### src/rtl/instruction_fetch_stage_if.sv
// Instruction-memory request/response bundle between the fetch stage and imem.
// The fetch stage is the master: it drives req/addr and consumes ready/rdata.
interface instruction_fetch_stage_if;
  logic        req;
  logic [31:0] addr;
  logic        ready;
  logic [31:0] rdata;

  modport master (output req, output addr, input ready, input rdata);
  modport slave  (input req, input addr, output ready, output rdata);
endinterface

### src/rtl/instruction_fetch_stage.sv
// Fetch stage feeding the decode controller.
// Owns the PC, issues one outstanding imem request at a time, and registers the
// returned word into the IF/ID register. A one-entry buffer catches a word that
// arrives while decode is stalled. S_DROP swallows a response that was already
// in flight when a redirect changed the PC.
module instruction_fetch_stage #(
  parameter logic [31:0] RESET_PC = 32'h0000_0000,
  parameter int          PC_STEP  = 4,
  parameter int          CNT_W    = 16
) (
  input  logic                     i_clk,
  input  logic                     i_rst_n,
  input  logic                     i_stall,
  input  logic                     i_redirect,
  input  logic [31:0]              i_redirect_pc,
  instruction_fetch_stage_if.master imem,
  output logic [31:0]              o_instruction,
  output logic [31:0]              o_pc_plus4,
  output logic                     o_instr_valid,
  output logic [CNT_W-1:0]         o_bubble_count
);

  localparam logic [31:0] LP_STEP = 32'(PC_STEP);

  typedef enum logic [1:0] {
    S_REQ  = 2'd0,
    S_BUF  = 2'd1,
    S_DROP = 2'd2
  } state_t;

  state_t             r_state;
  state_t             w_state_next;
  logic [31:0]        r_pc;
  logic [31:0]        w_pc_next;
  logic [31:0]        r_buf_instr;
  logic [31:0]        w_buf_instr_next;
  logic [31:0]        r_buf_pc4;
  logic [31:0]        w_buf_pc4_next;
  logic [31:0]        r_instr;
  logic [31:0]        w_instr_next;
  logic [31:0]        r_pc4;
  logic [31:0]        w_pc4_next;
  logic               r_valid;
  logic               w_valid_next;
  logic [CNT_W-1:0]   r_count;
  logic [CNT_W-1:0]   w_count_next;
  logic               w_bubble;
  logic [31:0]        w_pc_inc;

  assign w_pc_inc = r_pc + LP_STEP;

  // Request is held low during reset so a responding memory never sees a live fetch.
  assign imem.req  = i_rst_n && (r_state != S_BUF);
  assign imem.addr = r_pc;

  assign o_instruction  = r_instr;
  assign o_pc_plus4     = r_pc4;
  assign o_instr_valid  = r_valid;
  assign o_bubble_count = r_count;

  // State register plus PC, buffer, IF/ID and bubble counter.
  always_ff @(posedge i_clk or negedge i_rst_n) begin
    if (!i_rst_n) begin
      r_state     <= S_REQ;
      r_pc        <= RESET_PC;
      r_buf_instr <= 32'h0;
      r_buf_pc4   <= 32'h0;
      r_instr     <= 32'h0;
      r_pc4       <= 32'h0;
      r_valid     <= 1'b0;
      r_count     <= '0;
    end else begin
      r_state     <= w_state_next;
      r_pc        <= w_pc_next;
      r_buf_instr <= w_buf_instr_next;
      r_buf_pc4   <= w_buf_pc4_next;
      r_instr     <= w_instr_next;
      r_pc4       <= w_pc4_next;
      r_valid     <= w_valid_next;
      r_count     <= w_count_next;
    end
  end

  // Next-state and datapath decisions; redirect overrides every state's normal action.
  always_comb begin
    w_state_next     = r_state;
    w_pc_next        = r_pc;
    w_buf_instr_next = r_buf_instr;
    w_buf_pc4_next   = r_buf_pc4;
    w_instr_next     = r_instr;
    w_pc4_next       = r_pc4;
    w_valid_next     = r_valid;
    w_bubble         = 1'b0;

    if (i_redirect) begin
      // Flush even under stall; an outstanding request must have its reply dropped.
      w_pc_next        = i_redirect_pc;
      w_buf_instr_next = 32'h0;
      w_buf_pc4_next   = 32'h0;
      w_bubble         = 1'b1;
      if ((r_state == S_DROP) || ((r_state == S_REQ) && !imem.ready))
        w_state_next = S_DROP;
      else
        w_state_next = S_REQ;
    end else begin
      case (r_state)
        S_REQ: begin
          if (imem.ready) begin
            w_pc_next = w_pc_inc;
            if (!i_stall) begin
              w_instr_next = imem.rdata;
              w_pc4_next   = w_pc_inc;
              w_valid_next = 1'b1;
            end else begin
              w_buf_instr_next = imem.rdata;
              w_buf_pc4_next   = w_pc_inc;
              w_state_next     = S_BUF;
            end
          end else if (!i_stall) begin
            w_bubble = 1'b1;
          end
        end
        S_BUF: begin
          if (!i_stall) begin
            w_instr_next     = r_buf_instr;
            w_pc4_next       = r_buf_pc4;
            w_valid_next     = 1'b1;
            w_buf_instr_next = 32'h0;
            w_buf_pc4_next   = 32'h0;
            w_state_next     = S_REQ;
          end
        end
        S_DROP: begin
          if (imem.ready)
            w_state_next = S_REQ;
          if (!i_stall)
            w_bubble = 1'b1;
        end
        default: begin
          w_state_next = S_REQ;
        end
      endcase
    end

    // A bubble keeps PCPlus4 and clears the word and its valid flag.
    if (w_bubble) begin
      w_instr_next = 32'h0;
      w_valid_next = 1'b0;
    end

    w_count_next = r_count;
    if (w_bubble && (r_count != {CNT_W{1'b1}}))
      w_count_next = r_count + 1'b1;
  end

endmodule

### src/flat_wrapper.sv
// flat-port wrapper written by rule: the top's interface ports become plain ports
module instruction_fetch_stage_flat 
#(
  parameter logic [31:0] RESET_PC = 32'h0000_0000,
  parameter int          PC_STEP  = 4,
  parameter int          CNT_W    = 16
)
  (i_clk, i_rst_n, i_stall, i_redirect, i_redirect_pc, o_instruction, o_pc_plus4, o_instr_valid, o_bubble_count, imem_req, imem_addr, imem_ready, imem_rdata);
  instruction_fetch_stage_if imem_i ();
  input  logic i_clk;
  input  logic i_rst_n;
  input  logic i_stall;
  input  logic i_redirect;
  input  logic [31:0] i_redirect_pc;
  output logic [31:0] o_instruction;
  output logic [31:0] o_pc_plus4;
  output logic o_instr_valid;
  output logic [CNT_W-1:0] o_bubble_count;
  output wire logic [$bits(imem_i.req)-1:0] imem_req;
  output wire logic [$bits(imem_i.addr)-1:0] imem_addr;
  input wire logic [$bits(imem_i.ready)-1:0] imem_ready;
  input wire logic [$bits(imem_i.rdata)-1:0] imem_rdata;
  assign imem_req = imem_i.req;
  assign imem_addr = imem_i.addr;
  assign imem_i.ready = imem_ready;
  assign imem_i.rdata = imem_rdata;
  instruction_fetch_stage #(.RESET_PC(RESET_PC), .PC_STEP(PC_STEP), .CNT_W(CNT_W)) u_core (.i_clk(i_clk), .i_rst_n(i_rst_n), .i_stall(i_stall), .i_redirect(i_redirect), .i_redirect_pc(i_redirect_pc), .imem(imem_i), .o_instruction(o_instruction), .o_pc_plus4(o_pc_plus4), .o_instr_valid(o_instr_valid), .o_bubble_count(o_bubble_count));
endmodule
### config.mk
export PLATFORM = sky130hd
export DESIGN_NAME = instruction_fetch_stage_flat
export DESIGN_NICKNAME = d
export VERILOG_FILES = /design/src/rtl/instruction_fetch_stage_if.sv /design/src/rtl/instruction_fetch_stage.sv /design/src/flat_wrapper.sv
export SDC_FILE = /design/constraint.sdc
export NUM_CORES = 1
export LEC_CHECK = 0
export CAP_MARGIN = 10
export CORE_ASPECT_RATIO = 1.75
export CORE_MARGIN = 4
export CORE_UTILIZATION = 55
export DETAILED_ROUTE_END_ITERATION = 16
export PLACE_DENSITY = 0.86
export SYNTH_ARGS = -nofsm -noshare
export SYNTH_HDL_FRONTEND = slang
export SYNTH_SLANG_ARGS = --single-unit
### constraint.sdc
create_clock -name i_clk -period 7.3 [get_ports i_clk]
set_input_delay 1.46 -clock i_clk [delete_from_list [all_inputs] [get_ports i_clk]]
set_output_delay 1.46 -clock i_clk [all_outputs]
set_load 0.02 [all_outputs]
=== After elaboration in Yosys (flattened, before gate mapping) ===
Cells that the tools add are included.

* Muxes and demuxes: 38
* Add/sub/neg operators: 2
* Reduce and logical (&&, ||, !) cells: 17
* Eq/ne operators: 15
* Bitwise operators: 1

{| class="wikitable"
|+ Operator list
! kind !! count
|-
| 32-bit 2-to-1 mux || 18
|-
| 32-bit one-hot mux with 2 select lines || 4
|-
| 32-bit by 3-bit adder with 32-bit output, second input constant || 1
|-
| 16-bit by 1-bit adder with 16-bit output, second input constant || 1
|-
| 16-bit inequality test, second input constant || 1
|-
| 2-bit 2-to-1 mux || 6
|-
| 3-bit inequality test, second input constant || 4
|-
| 5-bit AND reduction || 2
|-
| 3-bit by 2-bit inequality test with 1-bit output, second input constant || 3
|-
| 4-bit AND reduction || 2
|-
| 1-bit 2-to-1 mux || 7
|-
| 2-bit inequality test, second input constant || 3
|-
| 2-bit one-hot mux with 3 select lines || 1
|-
| 2-bit nonzero test || 3
|-
| 3-bit nonzero test || 2
|-
| 2-bit by 1-bit inequality test with 1-bit output, second input constant || 2
|-
| 1-bit one-hot mux with 2 select lines || 2
|-
| 1-bit logical AND || 3
|-
| 3-bit AND reduction || 1
|-
| 2-bit by 1-bit == test with 1-bit output, second input constant || 1
|-
| 2-bit == test, second input constant || 1
|-
| 2-bit logical NOT || 1
|-
| 2-bit AND reduction || 1
|-
| 1-bit logical NOT || 1
|-
| other kinds (2) || 2
|}

* Word-level logic and storage cells: 81
* Output and inout bits: 114
* Input port bits: 69
* Register bits after elaboration: 179

=== Depth between registers and ports, before layout ===
* Depth in word-level cells: 6
* Gate-level depth with buffers: 8
* Gate-level depth less buffers: 6

=== Worst setup path after synthesis ===
Ideal clock, no wire load.

* Path type: in2out
* From: input i_rst_n
* To: output imem_req
* Stages on the path: 1
* Setup slack: 4.170 ns
* Arrival: 1.670 ns
* Path through: and2_1

* Word-level cells in the longest chain between the ends: 1

{| class="wikitable"
|+ RTL lines
! what !! RTL line !! source
|-
| start, declared || flat_wrapper.sv:11 || <nowiki>input logic i_rst_n;</nowiki>
|-
| 1-bit logical AND || instruction_fetch_stage.sv:53 || <nowiki>assign imem.req = i_rst_n && (r_state != S_BUF);</nowiki>
|-
| end, declared || flat_wrapper.sv:19 || <nowiki>output wire logic [$bits(imem_i.req)-1:0] imem_req;</nowiki>
|}

No other way between the ends.

=== Final worst setup path ===
Same ends and word-level chain as after synthesis.

==> summary by stage <==
CTS
The clock tree synthesis step divided the H-tree into 4 levels. In this run the deepest clock path goes through 2 buffers. The clock-pin slew of the registers on the worst-case setup and hold paths is 0.07 ns. The number of gates resized after CTS was 0. The TritonCTS clock tree is done. The clock reaches the later pin of the worst-skew pair after 0.42 ns.

The buffer type at the clock tree root is sky130_fd_sc_hd__clkbuf_16. The number of buffers inserted to repair setup after CTS is 0. The hold-fix buffer count after cts is 0. The TritonCTS buffer count is 17. The clock drives 179 sinks.

Pwr
The sum of internal, switching and leakage power is 2.783 mW. Of the total power, registers draw 0.439. The power density relative to cell area is 258.0 nW/um^2. For this design the total switching power over the nets is 0.8597 mW.

The clock network power share is 0.331. The largest voltage drop on the vdd net is 0.2202 mV. Of the total power, the share spent switching nets is 0.3089.

The part of the power in combinational logic is 0.230. The internal power consumption is 1.923 mW. For this design the static power due to leakage is 4.405 nW.

STA
The fraction of the cycle the final worst path needs is 0.6085. After routing, the total negative slack on setup checks comes to 0 ns. The number of max-slew violations in the final report is 0.

The maximum clock rate is 0.2251 GHz. The final hold violation count is 0. Setup repair after global routing left no endpoint under its margin. At the pin with the least slew margin, the transition time is 1.114 ns. Headroom to the max-slew limit came out at 0.2552.

Setup violations remaining at the end of the flow were counted as 0. The time the final worst path needs with I/O delays and setup is 4.442 ns. For the final database, setup skew stands at 0.01115 ns.

Route
The first-pass iteration count of the detailed router is 5. The final route contains 6945 vias. In the routed design, unresolved DRC markers number 0. The average wire per standard cell is 19.23 um. Dividing the detail-routed via count by the number of cells gives 6.071. The total wire length is 22000 um. The number of antenna-violating nets in the routed design is 0. The detailed router finished its first iteration with 502 violations.

Finish
In the final layout, the multi-input gates occupy 3571 um^2. The final net count is 1019. In the layout the commonest cells are sky130_fd_sc_hd__clkdlybuf4s50_1 (180), sky130_fd_sc_hd__dfrtp_1 (179), sky130_fd_sc_hd__nand2_1 (97). The area growth from synthesis to layout is 30.08%.

For this run, the share of the core covered by cells in the final layout is 0.7270. Registers take 4479 um^2. The most common library cell in the layout ignoring fill and taps is sky130_fd_sc_hd__clkdlybuf4s50_1. The fraction of layout instances using a drive strength above 1 is 0.06660. The repair_antennas step left the layout with diodes totalling 0.

Fill cells in the final layout number 1090.

Synthesis
The net count after synthesis is 872. The number of storage elements in the synthesis netlist is 179. The netlist area before placement is 8293 um^2. The synthesized netlist contains 55 unique library cells. The post-synthesis sequential area ratio is 0.5401. Of all flip-flops after synthesis, the portion carrying an async set or reset was 1.000. Among all flip-flop cells after synthesis, the most frequent one is sky130_fd_sc_hd__dfrtp_1. The mean area per synthesized cell is 10.35 um^2.

The number of warnings reported in the yosys synthesis log is 0. In this run, synthesis inferred 0 flip-flops with an integrated enable. The synthesized instance count is 801.

Floorplanning
The floorplan has 59 rows. The y dimension of the die is 170.4 um. During I/O placement, the number of pins put on the boundary was 183. The starting utilization of the core area is 0.5589. The floorplan step defined a core boundary enclosing 14840 um^2.

The total die area is 17180 um^2. The die width is 100.8 um.

Setup path
The critical path class is primary input to primary output. STA classifies the critical path startpoint as a primary input. In this run the critical register-to-register path is launched from u_core.imem.addr[2]$_DFFE_PN0P_. The worst setup path is captured at a primary output.

The largest fanout on the critical path is 100. The data arrival time of the critical path is 2.98 ns. The critical path required time is 5.84 ns.

The first element of the critical path is i_rst_n.

Status
The flow ran to the end, and the final reports show no timing, DRC or antenna violations.

Place
The wire-length estimate of the detail-placed layout is 14720 um. The count of port buffers added during placement is 182. Routability-driven placement finished with a final weighted congestion of 0.8310.

Flow run
Across the run, the number of max-cap violations was 0.

GRT
The first global-routing pass estimated 35230 um of wire. The global route total overflow is 0. The via count of the first global-routing pass is 7052. Entering global routing, the biggest net connects 101 pins. The number of antenna violations at the first check in global routing is 0. The global-route total usage across every layer is 0.2565.

Worst hold path
The path class of the tightest hold or removal check is flop to flop. The worst hold path begins at u_core.o_pc_plus4[8]$_DFFE_PN0P_.
[cell type report]
| cell class | instances | area share |
|---|---|---|
| multi-input combinational | 553 | 0.3310 |
| clock buffer | 17 | 0.03943 |
| sequential | 179 | 0.4152 |
| timing repair buffer | 191 | 0.1748 |
| clock inverter | 15 | 0.01624 |
| inverter | 6 | 0.002088 |
| tap | 183 | 0.02122 |
[worst max-delay path: stages]
cell	delay (ns)
sky130_fd_sc_hd__buf_6	0.63
sky130_fd_sc_hd__and2_1	0.23
sky130_fd_sc_hd__clkdlybuf4s50_1	0.60
[cells in the mapped netlist, drive strengths merged (14+ instances only)]
cell / count / area, um^2
dfrtp: 179 / 4479
nand2: 97 / 364.1
o21ai: 75 / 375.4
clkbuf: 53 / 200.2
nor2: 44 / 165.2
a32o: 35 / 350.3
mux2i: 33 / 330.3
a21oi: 30 / 150.1
o2bb2ai: 29 / 254.0
xnor2: 29 / 254.0
nand3: 22 / 110.1
xor2: 17 / 148.9
nor3: 15 / 80.08
and3: 14 / 87.58
nand4: 14 / 102.6
[state kept, by name, summed over array words and instances, names as in the netlist]
signal and cells:
u_core.imem.addr 32, u_core.o_bubble_count 16, u_core.o_instr_valid 1, u_core.o_instruction 32, u_core.o_pc_plus4 32, u_core.r_buf_instr 32, u_core.r_buf_pc4 32, u_core.r_state 2
[per-layer routing]
metal,routed length (um),up-vias,GRT usage
met5,0,-,0
met4,597,0,0.09971
met3,1189,48,0.04020
met2,11550,280,0.4448
met1,8665,3411,0.3181
li1,-,3206,-
[kinds of logic (layout without fill, tap and decap cells)]
group,after synthesis,after routing,synth area share
XOR/XNOR,46,46,0.04858
adder cells (fa/ha/maj),2,2,0.003017
AO/OA/AOI/OAI,217,217,0.1809
buffers and inverters,69,229,0.03274
flip-flops,179,179,0.5401
AND/OR/NAND/NOR,248,248,0.1453
multiplexers,40,40,0.04934
[through the flow]
step / setup slack [ns] / instances / hold slack [ns] / area (um^2)
final: 2.858 / 1144 / 0.4777 / 10790
after global routing: 2.695 / 1144 / 0.4927 / 10790
after CTS: 2.818 / 1144 / 0.4804 / 10790
after detailed placement: 2.822 / 1112 / 0.4650 / 10190
after global placement: 2.832 / 1112 / 0.4604 / 10190
after floorplan: 4.170 / 801 / 0.4482 / 8293
[power by group through the flow]
stage	Combinational (mW)	Sequential (mW)	Clock (mW)
6_report	0.639	1.22	0.922
5_1_grt	0.685	1.24	0.976
4_1_cts	0.645	1.22	0.937
3_5_place_dp	0.639	1.24	0
3_3_place_gp	0.629	1.23	0
2_1_floorplan	0.216	1.32	0
[final timing paths]
path	endpoint	slack (ns)	cells past startpoint
max	imem_req	2.86	3
min	u_core.o_pc_plus4[8]$_DFFE_PN0P_	0.48	1
max reg2reg	u_core.r_buf_pc4[28]$_DFFE_PN0P_	4.44	6
min reg2reg	u_core.o_pc_plus4[8]$_DFFE_PN0P_	0.48	1
max in group asynchronous	u_core.r_buf_pc4[20]$_DFFE_PN0P_	4.57	2
min in group asynchronous	u_core.o_instruction[8]$_DFFE_PN0P_	1.12	1
Note: power is estimated with default switching activity, not from simulation.
